`config.mk`:
```
export PLATFORM = sky130hd
export DESIGN_NAME = score_display_scan
export DESIGN_NICKNAME = d
export VERILOG_FILES = /design/src/rtl/score_display_scan.sv
export SDC_FILE = /design/constraint.sdc
export NUM_CORES = 1
export LEC_CHECK = 0
export BUFFER_PORTS_ARGS = -buffer_cell sky130_fd_sc_hd__buf_2
export CORE_MARGIN = 2
export CORE_UTILIZATION = 65
export DETAILED_ROUTE_END_ITERATION = 16
export PLACE_DENSITY = 0.86
export SYNTH_ARGS = -nofsm -noshare
export SYNTH_HDL_FRONTEND = slang
export SYNTH_SLANG_ARGS = --single-unit
```
`constraint.sdc`:
```
create_clock -name clk -period 3.67 [get_ports clk]
set_input_delay 0.1835 -clock clk [delete_from_list [all_inputs] [get_ports clk]]
set_output_delay 0.1835 -clock clk [all_outputs]
set_load 0.03 [all_outputs]
```
`src/rtl/score_display_scan.sv`:
```
// Binary score -> BCD via a sequential double-dabble engine, then time-multiplexed
// onto a single hex bus with active-low digit enables and leading-zero suppression.
module score_display_scan #(
  parameter int SCORE_W    = 8,
  parameter int NUM_DIGITS = 4,
  parameter int SCAN_DIV   = 50000
) (
  input  logic                  clk,
  input  logic                  rst_n,
  input  logic [SCORE_W-1:0]    score,
  input  logic                  score_valid,
  input  logic                  blank,
  output logic [3:0]            hex,
  output logic [NUM_DIGITS-1:0] digit_en_n,
  output logic                  busy,
  output logic                  overflow,
  output logic [1:0]            dbg_state
);

  localparam int BCD_W   = 4 * NUM_DIGITS;
  localparam int ITER_W  = $clog2(SCORE_W + 1);
  localparam int PRESC_W = $clog2(SCAN_DIV);
  localparam int IDX_W   = (NUM_DIGITS > 1) ? $clog2(NUM_DIGITS) : 1;

  typedef enum logic [1:0] {
    S_IDLE = 2'd0,
    S_CONV = 2'd1,
    S_DONE = 2'd2
  } state_t;

  state_t r_state;
  state_t w_state_nxt;

  logic [SCORE_W-1:0] r_shift;
  logic [BCD_W-1:0]   r_bcd;
  logic [ITER_W-1:0]  r_iter;
  logic               r_ovf;
  logic               r_pending;
  logic [SCORE_W-1:0] r_pend_score;
  logic [BCD_W-1:0]   r_disp;
  logic               r_overflow;
  logic [PRESC_W-1:0] r_presc;
  logic [IDX_W-1:0]   r_idx;
  logic [3:0]         r_hex;
  logic [NUM_DIGITS-1:0] r_en_n;

  logic               w_load;
  logic [SCORE_W-1:0] w_load_value;
  logic [BCD_W-1:0]   w_adj;
  logic [BCD_W-1:0]   w_bcd_step;
  logic               w_carry;
  logic [3:0]         w_digit;
  logic [NUM_DIGITS-1:0] w_upper_zero;
  logic [NUM_DIGITS-1:0] w_en_n;
  logic               w_zero_run;

  // Load protocol: score_valid is a one-cycle strobe with no ready/back-pressure.
  // A strobe while the engine is busy lands in a depth-1 pending slot (newest wins)
  // and is converted from IDLE; busy only reports that a conversion is in flight.

  // Double-dabble step: adjust every nibble >=5 by +3, then shift the score MSB in.
  always_comb begin
    w_adj = '0;
    for (int i = 0; i < NUM_DIGITS; i++) begin
      if (r_bcd[4*i +: 4] >= 4'd5) w_adj[4*i +: 4] = r_bcd[4*i +: 4] + 4'd3;
      else                         w_adj[4*i +: 4] = r_bcd[4*i +: 4];
    end
    w_bcd_step = {w_adj[BCD_W-2:0], r_shift[SCORE_W-1]};
    w_carry    = w_adj[BCD_W-1];
  end

  always_comb begin
    w_state_nxt  = r_state;
    w_load       = 1'b0;
    w_load_value = score_valid ? score : r_pend_score;
    case (r_state)
      S_IDLE: begin
        if (score_valid || r_pending) begin
          w_load      = 1'b1;
          w_state_nxt = S_CONV;
        end
      end
      S_CONV: begin
        if (r_iter == ITER_W'(SCORE_W - 1)) w_state_nxt = S_DONE;
      end
      S_DONE:  w_state_nxt = S_IDLE;
      default: w_state_nxt = S_IDLE;
    endcase
  end

  always_ff @(posedge clk or negedge rst_n) begin
    if (!rst_n) r_state <= S_IDLE;
    else        r_state <= w_state_nxt;
  end

  always_ff @(posedge clk or negedge rst_n) begin
    if (!rst_n) begin
      r_shift      <= '0;
      r_bcd        <= '0;
      r_iter       <= '0;
      r_ovf        <= 1'b0;
      r_pending    <= 1'b0;
      r_pend_score <= '0;
      r_disp       <= '0;
      r_overflow   <= 1'b0;
    end else begin
      if (w_load) begin
        r_shift <= w_load_value;
        r_bcd   <= '0;
        r_iter  <= '0;
        r_ovf   <= 1'b0;
      end else if (r_state == S_CONV) begin
        r_shift <= r_shift << 1;
        r_bcd   <= w_bcd_step;
        r_iter  <= r_iter + ITER_W'(1);
        if (w_carry) r_ovf <= 1'b1;
      end

      // Only the finished accumulator is ever copied, so partial results stay hidden.
      if (r_state == S_DONE) begin
        r_disp     <= r_ovf ? {NUM_DIGITS{4'd9}} : r_bcd;
        r_overflow <= r_ovf;
      end

      if ((r_state != S_IDLE) && score_valid) begin
        r_pending    <= 1'b1;
        r_pend_score <= score;
      end else if (w_load) begin
        r_pending <= 1'b0;
      end
    end
  end

  // Free-running scan prescaler and digit index.
  always_ff @(posedge clk or negedge rst_n) begin
    if (!rst_n) begin
      r_presc <= '0;
      r_idx   <= '0;
    end else if (r_presc == PRESC_W'(SCAN_DIV - 1)) begin
      r_presc <= '0;
      if (r_idx == IDX_W'(NUM_DIGITS - 1)) r_idx <= '0;
      else                                 r_idx <= r_idx + IDX_W'(1);
    end else begin
      r_presc <= r_presc + PRESC_W'(1);
    end
  end

  always_comb begin
    w_digit      = 4'd0;
    w_upper_zero = '0;
    w_en_n       = '1;
    w_zero_run   = 1'b1;
    for (int i = NUM_DIGITS - 1; i >= 0; i--) begin
      w_zero_run      = w_zero_run & (r_disp[4*i +: 4] == 4'd0);
      w_upper_zero[i] = w_zero_run;
    end
    for (int i = 0; i < NUM_DIGITS; i++) begin
      if (IDX_W'(i) == r_idx) begin
        w_digit = r_disp[4*i +: 4];
        // Units digit is never suppressed so a zero score still lights one digit.
        if (!blank && !((i > 0) && w_upper_zero[i])) w_en_n[i] = 1'b0;
      end
    end
  end

  always_ff @(posedge clk or negedge rst_n) begin
    if (!rst_n) begin
      r_hex  <= 4'd0;
      r_en_n <= '1;
    end else begin
      r_hex  <= w_digit;
      r_en_n <= w_en_n;
    end
  end

  assign hex        = r_hex;
  assign digit_en_n = r_en_n;
  assign busy       = (r_state != S_IDLE);
  assign overflow   = r_overflow;
  assign dbg_state  = r_state;

endmodule

```
# Word level (Yosys, flattened, before mapping)
# Index checks and enable logic that the tools add are counted.
# totals
regBits,83
inputBits,12
# op_classes
add_sub_neg,7
n_bitwise,2
eq_ne,10
reduce_logical,20
magnitude_cmp,4
muxes,36
# ops
op,count
16-bit two-way mux,4
4-bit two-way mux,10
8-bit two-way mux,3
16-bit by 1-bit adder with 16-bit output (second input constant),1
4-bit by 2-bit adder with 4-bit output (second input constant),4
16-bit equality test (second input constant),1
4-bit by 3-bit greater-or-equal comparator with 1-bit output (second input constant),4
1-bit two-way mux,15
4-bit logical NOT,3
2-bit nonzero test,4
2-bit two-way mux,3
4-bit by 1-bit adder with 4-bit output (second input constant),1
2-bit equality test (first input constant),2
2-bit equality test (second input constant),2
4-bit by 3-bit equality test with 1-bit output (second input constant),1
1-bit logical AND,4
1-bit logical NOT,4
2-bit logical NOT,2
2-bit inequality test (second input constant),2
2-bit one-hot mux with 2 select lines,1
2-bit AND reduction,2
2-bit by 1-bit adder with 2-bit output (second input constant),1
1-bit bitwise AND,2
1-bit by 2-bit equality test with 1-bit output (first input constant),1
other kinds (2),2

# Longest topological paths before layout
# logic_depth
depth_word,7
ltp_mapped,6

# Worst setup path after synthesis
# No wires, ideal clock.
# synth_timing
kind,reg-to-reg
start,"register r_state[1], in the netlist dbg_state[1]"
end,register r_pend_score[0]
t_arrival_ns,1.482
slack_ns,2.063
synth_period_minus_slack_ns,1.607
stages_incl_launch_ff,5
cell_sequence,dfrtp_1 nor2_2 inv_1 nand2_1 mux2_2
# synth_via
elab_chain_len,2
# synth_lines
element,line_no,source
"start, declared",31,state_t r_state;
"start signal, assigned",93,else r_state <= w_state_nxt;
2-bit nonzero test,n/a,
named net busy,15,"output logic busy,"
1-bit logical AND,125,if ((r_state != S_IDLE) && score_valid) begin
"end signal, assigned",127,r_pend_score <= score;
"end, declared",39,logic [SCORE_W-1:0] r_pend_score;
# The timed path passes the listed nets, and every way through them passes these cells.
# A chain may end at the register's enable or synchronous reset.

# Worst setup path after layout
# layout_timing
start,register r_pending
end,register r_shift[2]
# layout_via
elab_chain_len,4
word_cells_on_any_way,5
# layout_lines
element,line_no,source
"start, declared",38,logic r_pending;
"start signal, assigned",102,r_pending <= 1'b0;
"start signal, assigned",126,r_pending <= 1'b1;
"start signal, assigned",129,r_pending <= 1'b0;
1-bit logical OR *,78,if (score_valid || r_pending) begin
1-bit two-way mux *,78,
1-bit two-way mux *,76,case (r_state)
8-bit two-way mux or 2-bit nonzero test (tied branches),n/a,
"end signal, assigned",108,r_shift <= w_load_value;
"end signal, assigned",113,r_shift <= r_shift << 1;
"end, declared",34,logic [SCORE_W-1:0] r_shift;
# Every way passes the cells marked *; elsewhere a longest branch is shown, timed or not.

==> metrics.md <==
| Metric | Value |
|---|---|
| Post-CTS Resized | `0` |
| Mean post-synth cell area | `10.65 um^2` |
| Failing checks | `hold timing` |
| Design area | `0.004327 mm^2` |
| Final period util | `0.4961` |
| Gpl congestion | `0.8567` |
| Top FF cell, synth | `dfrtp_1` |
| Share of layout cells above drive strength 1 | `0.1671` |
| TritonCTS Sinks | `83` |
| IO Port Bufs | `23` |
| Setup Viol. Count Final | `0` |
| Register bit total from synthesis | `83` |
| Vias post-DR | `2837` |
| First-pass GRT wire length | `12790 um` |
| Worst-Skew Late Latency | `0.36 ns` |
| Via density | `6.036` |
| Core ar. | `0.005921 mm^2` |
| Sequential fraction of the synthesis area | `0.5258` |
| Worst path slowest cell | `o21ai_2` |
| Initial DRC count | `140` |
| Floorplan row count | `28` |
| Final Util | `0.7308` |
| Vias in the first global route | `2808` |
| Worst-path fanout max | `26` |
| Slew margin rel. | `0.3213` |
| Net load switching power | `1.095 mW` |
| Slew of the pin with the lowest slew margin | `1.014 ns` |
| Minimum clock period after layout | `1.821 ns` |
| Initial Util | `0.6689` |
| CP required | `3.96 ns` |
| CTS clk-pin slew, worst paths | `0.09 ns` |
| Yosys cell types | `42` |
| Max Fclk | `0.5493 GHz` |
| Worst vdd ir | `0.5768 mV` |
| Asr flop ratio synth | `1.000` |
| Number of cells on the worst reg-to-reg path | `3` |
| Clock skew | `0.009366 ns` |
| Reg area | `0.002082 mm^2` |
| CTS tree | `built` |
| EDFF count, synth | `0` |
| Post-DP HPWL | `4909 um` |
| Area of the multi-input gates | `0.001749 mm^2` |
| Worst Setup End Kind | `flop` |
| Max Cap Viol | `0` |
| Placed cell area | `0.004099 mm^2` |
| Die outline height | `82.06 um` |
| CTS H-Tree Depth | `3` |
| Layout area overhead | `9.258%` |
| WL per Instance | `15.92 um` |
| DRT Wirelength | `7484 um` |
| Crit-path cells | `o21ai_2 > and2_1 > a221o_1` |
| CTS Hold Bufs | `0` |
| Max Slew Vio Count | `0` |
| Num CTS Buffers | `9` |
| Total grt overflow | `0` |
| Post-CTS Setup Inserts | `0` |
| Initial antenna violation count | `0` |
| Pwr dens | `713.3 mW/mm^2` |
| Status | `finished, violations left` |
| Startpoint class of the critical path | `flop` |
| Pre-antenna DRT Iters | `5` |
| Die ar. | `0.006733 mm^2` |
| I/O Pins | `24` |
| Worst min-delay path class | `in2async` |
| Diode count | `0` |
| Cell count after synthesis | `372` |
| Post-Syn Nets | `398` |
| Setup TNS | `0 ns` |
| Seq pwr share | `0.442` |
| Crit path kind | `reg2reg` |
| Gate power share | `0.316` |
| Power share of the clock group | `0.242` |
| Endpoints failing hold | `9` |
| Final hold slack | `-0.03438 ns` |
| Dominant cell type by area after synthesis | `dfrtp_1` |
| Cell-internal power | `1.991 mW` |
| Syn Std Cell Area | `0.003960 mm^2` |
| Pin count of the biggest net entering global routing | `84` |
| YS warnings | `0` |
| RSZ-0062 raised after global routing | `false` |
| Clock buffer depth | `2` |
| Sw Ratio | `0.3550` |
| Gr usage total | `0.2535` |
| Area share of the largest cell type after synthesis | `0.4992` |
| Filler cells | `395` |
| Nets | `416` |
| DRC viols | `0` |
| Clock root buffer | `clkbuf_8` |
| Pleak | `1.967 nW` |
| Worst path arrival time | `2.11 ns` |
| Die Wd | `82.06 um` |
| Antenna violation net count after detailed routing | `0` |
| Synth top area cells | `dfrtp_1 (50%), ha_1 (4.4%), mux2_2 (4.0%)` |
| CP peak stage delay | `0.79 ns` |
==> kinds of logic after synthesis <==
group / count (synthesis) / share of synthesized area
AOI/OAI and AO/OA: 69 / 0.1160
xor gates and xnor gates: 19 / 0.04202
adders and majority gates: 14 / 0.04423
buffers and inverters: 30 / 0.03254
DFF: 83 / 0.5258
muxes: 25 / 0.06762
and+or+nand+nor: 132 / 0.1719
==> metal layers <==
| metal | track usage | vias to the layer above | routed length [um] |
|---|---|---|---|
| met5 | 0 | - | 0 |
| met1 | 0.3294 | 1388 | 3273 |
| li1 | - | 1348 | - |
| met3 | 0.05714 | 12 | 381 |
| met4 | 0.1183 | 0 | 134 |
| met2 | 0.4057 | 89 | 3695 |
==> sequential cells by signal, indices dropped and copies added, names as in the netlist <==
signal / cells
hex: 4
r_bcd: 16
r_pend_score: 8
digit_en_n: 4
r_shift: 8
r_iter: 4
r_presc: 16
dbg_state: 2
r_disp: 16
r_pending: 1
overflow: 1
r_ovf: 1
r_idx: 2
==> through the flow <==
stage          instances  setup WS, ns  hold WS [ns]  total power [mW]
5_1_grt              470         1.722       0.06419             3.278
2_1_floorplan        372         2.064       -0.1121             2.087
3_5_place_dp         454         1.859        0.4157             2.323
3_3_place_gp         454         1.916        0.4076             2.256
6_report             470         1.849      -0.03438             3.086
4_1_cts              470         1.865       0.01785             3.087
==> final cells by class <==
cell class	count	share of cell area
tap	75	0.02169
multi-input combinational	259	0.4043
clock buffer	12	0.03586
clock inverter	4	0.01677
sequential	83	0.4812
timing repair buffer	24	0.02892
inverter	13	0.01128
==> synthesized netlist by cell type (2+ instances only) <==
| master | number |
|---|---|
| nand2b_1 | 11 |
| mux2_2 | 14 |
| a221oi_1 | 3 |
| xnor2_1 | 10 |
| nor3_1 | 2 |
| clkbuf_1 | 8 |
| ha_1 | 14 |
| dfstp_2 | 4 |
| nor2_1 | 30 |
| a21oi_1 | 6 |
| buf_4 | 2 |
| and3_1 | 4 |
| mux2i_1 | 11 |
| nor2b_1 | 5 |
| and2_1 | 2 |
| buf_2 | 7 |
| inv_1 | 13 |
| o31ai_1 | 15 |
| nand3_1 | 19 |
| o21ai_0 | 31 |
| a32o_1 | 4 |
| nand4_1 | 3 |
| nand2_1 | 37 |
| nand3b_1 | 4 |
| dfrtp_1 | 79 |
| a221o_1 | 7 |
| xor2_1 | 9 |
| nor4_1 | 4 |
==> cells in the final DEF (no fill, tap or decap), types with 3 or more instances in the layout <==
cell and instances:
ha_1 14, o31ai_1 15, xor2_1 9, buf_2 22, mux2_2 14, a221oi_1 3, mux2i_1 11, a21oi_1 6
nand3_1 19, nand3b_1 4, nor4_1 4, nand2_1 37, xnor2_1 10, and3_1 4, nor2_1 30, nand4_1 3
a32o_1 4, nand2b_1 11, dfstp_2 4, clkbuf_8 11, o21ai_0 31, nor2b_1 5, dfrtp_1 79, a221o_1 7
inv_1 13
==> critical path, delay by kind of cell, from the launching register on <==
kind	cells	cell delay, ns
AND/OR/NAND/NOR	1	0.38
flip-flops	1	0.40
AO/OA/AOI/OAI	2	0.98
==> path summary, 6_finish.rpt <==
check	start	endpoint	slack [ns]
min	rst_n	r_presc[10]$_DFF_PN0_	-0.03
max reg2reg	r_pending$_DFFE_PN0P_	r_shift[2]$_DFFE_PN0P_	1.85
min in group clk	blank	digit_en_n[2]$_DFF_PN1_	0.07
max	r_pending$_DFFE_PN0P_	r_shift[2]$_DFFE_PN0P_	1.85
min reg2reg	r_presc[15]$_DFF_PN0_	r_presc[15]$_DFF_PN0_	0.48
max in group asynchronous	rst_n	r_pend_score[1]$_DFFE_PN0P_	3.03
==> power groups by stage <==
stage,clock network (mW),logic [mW],registers [mW]
final,0.748,0.976,1.36
after global routing,0.789,1.10,1.39
after CTS,0.756,0.975,1.36
after detailed placement,0,0.953,1.37
after global placement,0,0.903,1.35
after floorplan,0,0.715,1.37
No activity file was read; power rests on OpenSTA's default activity.
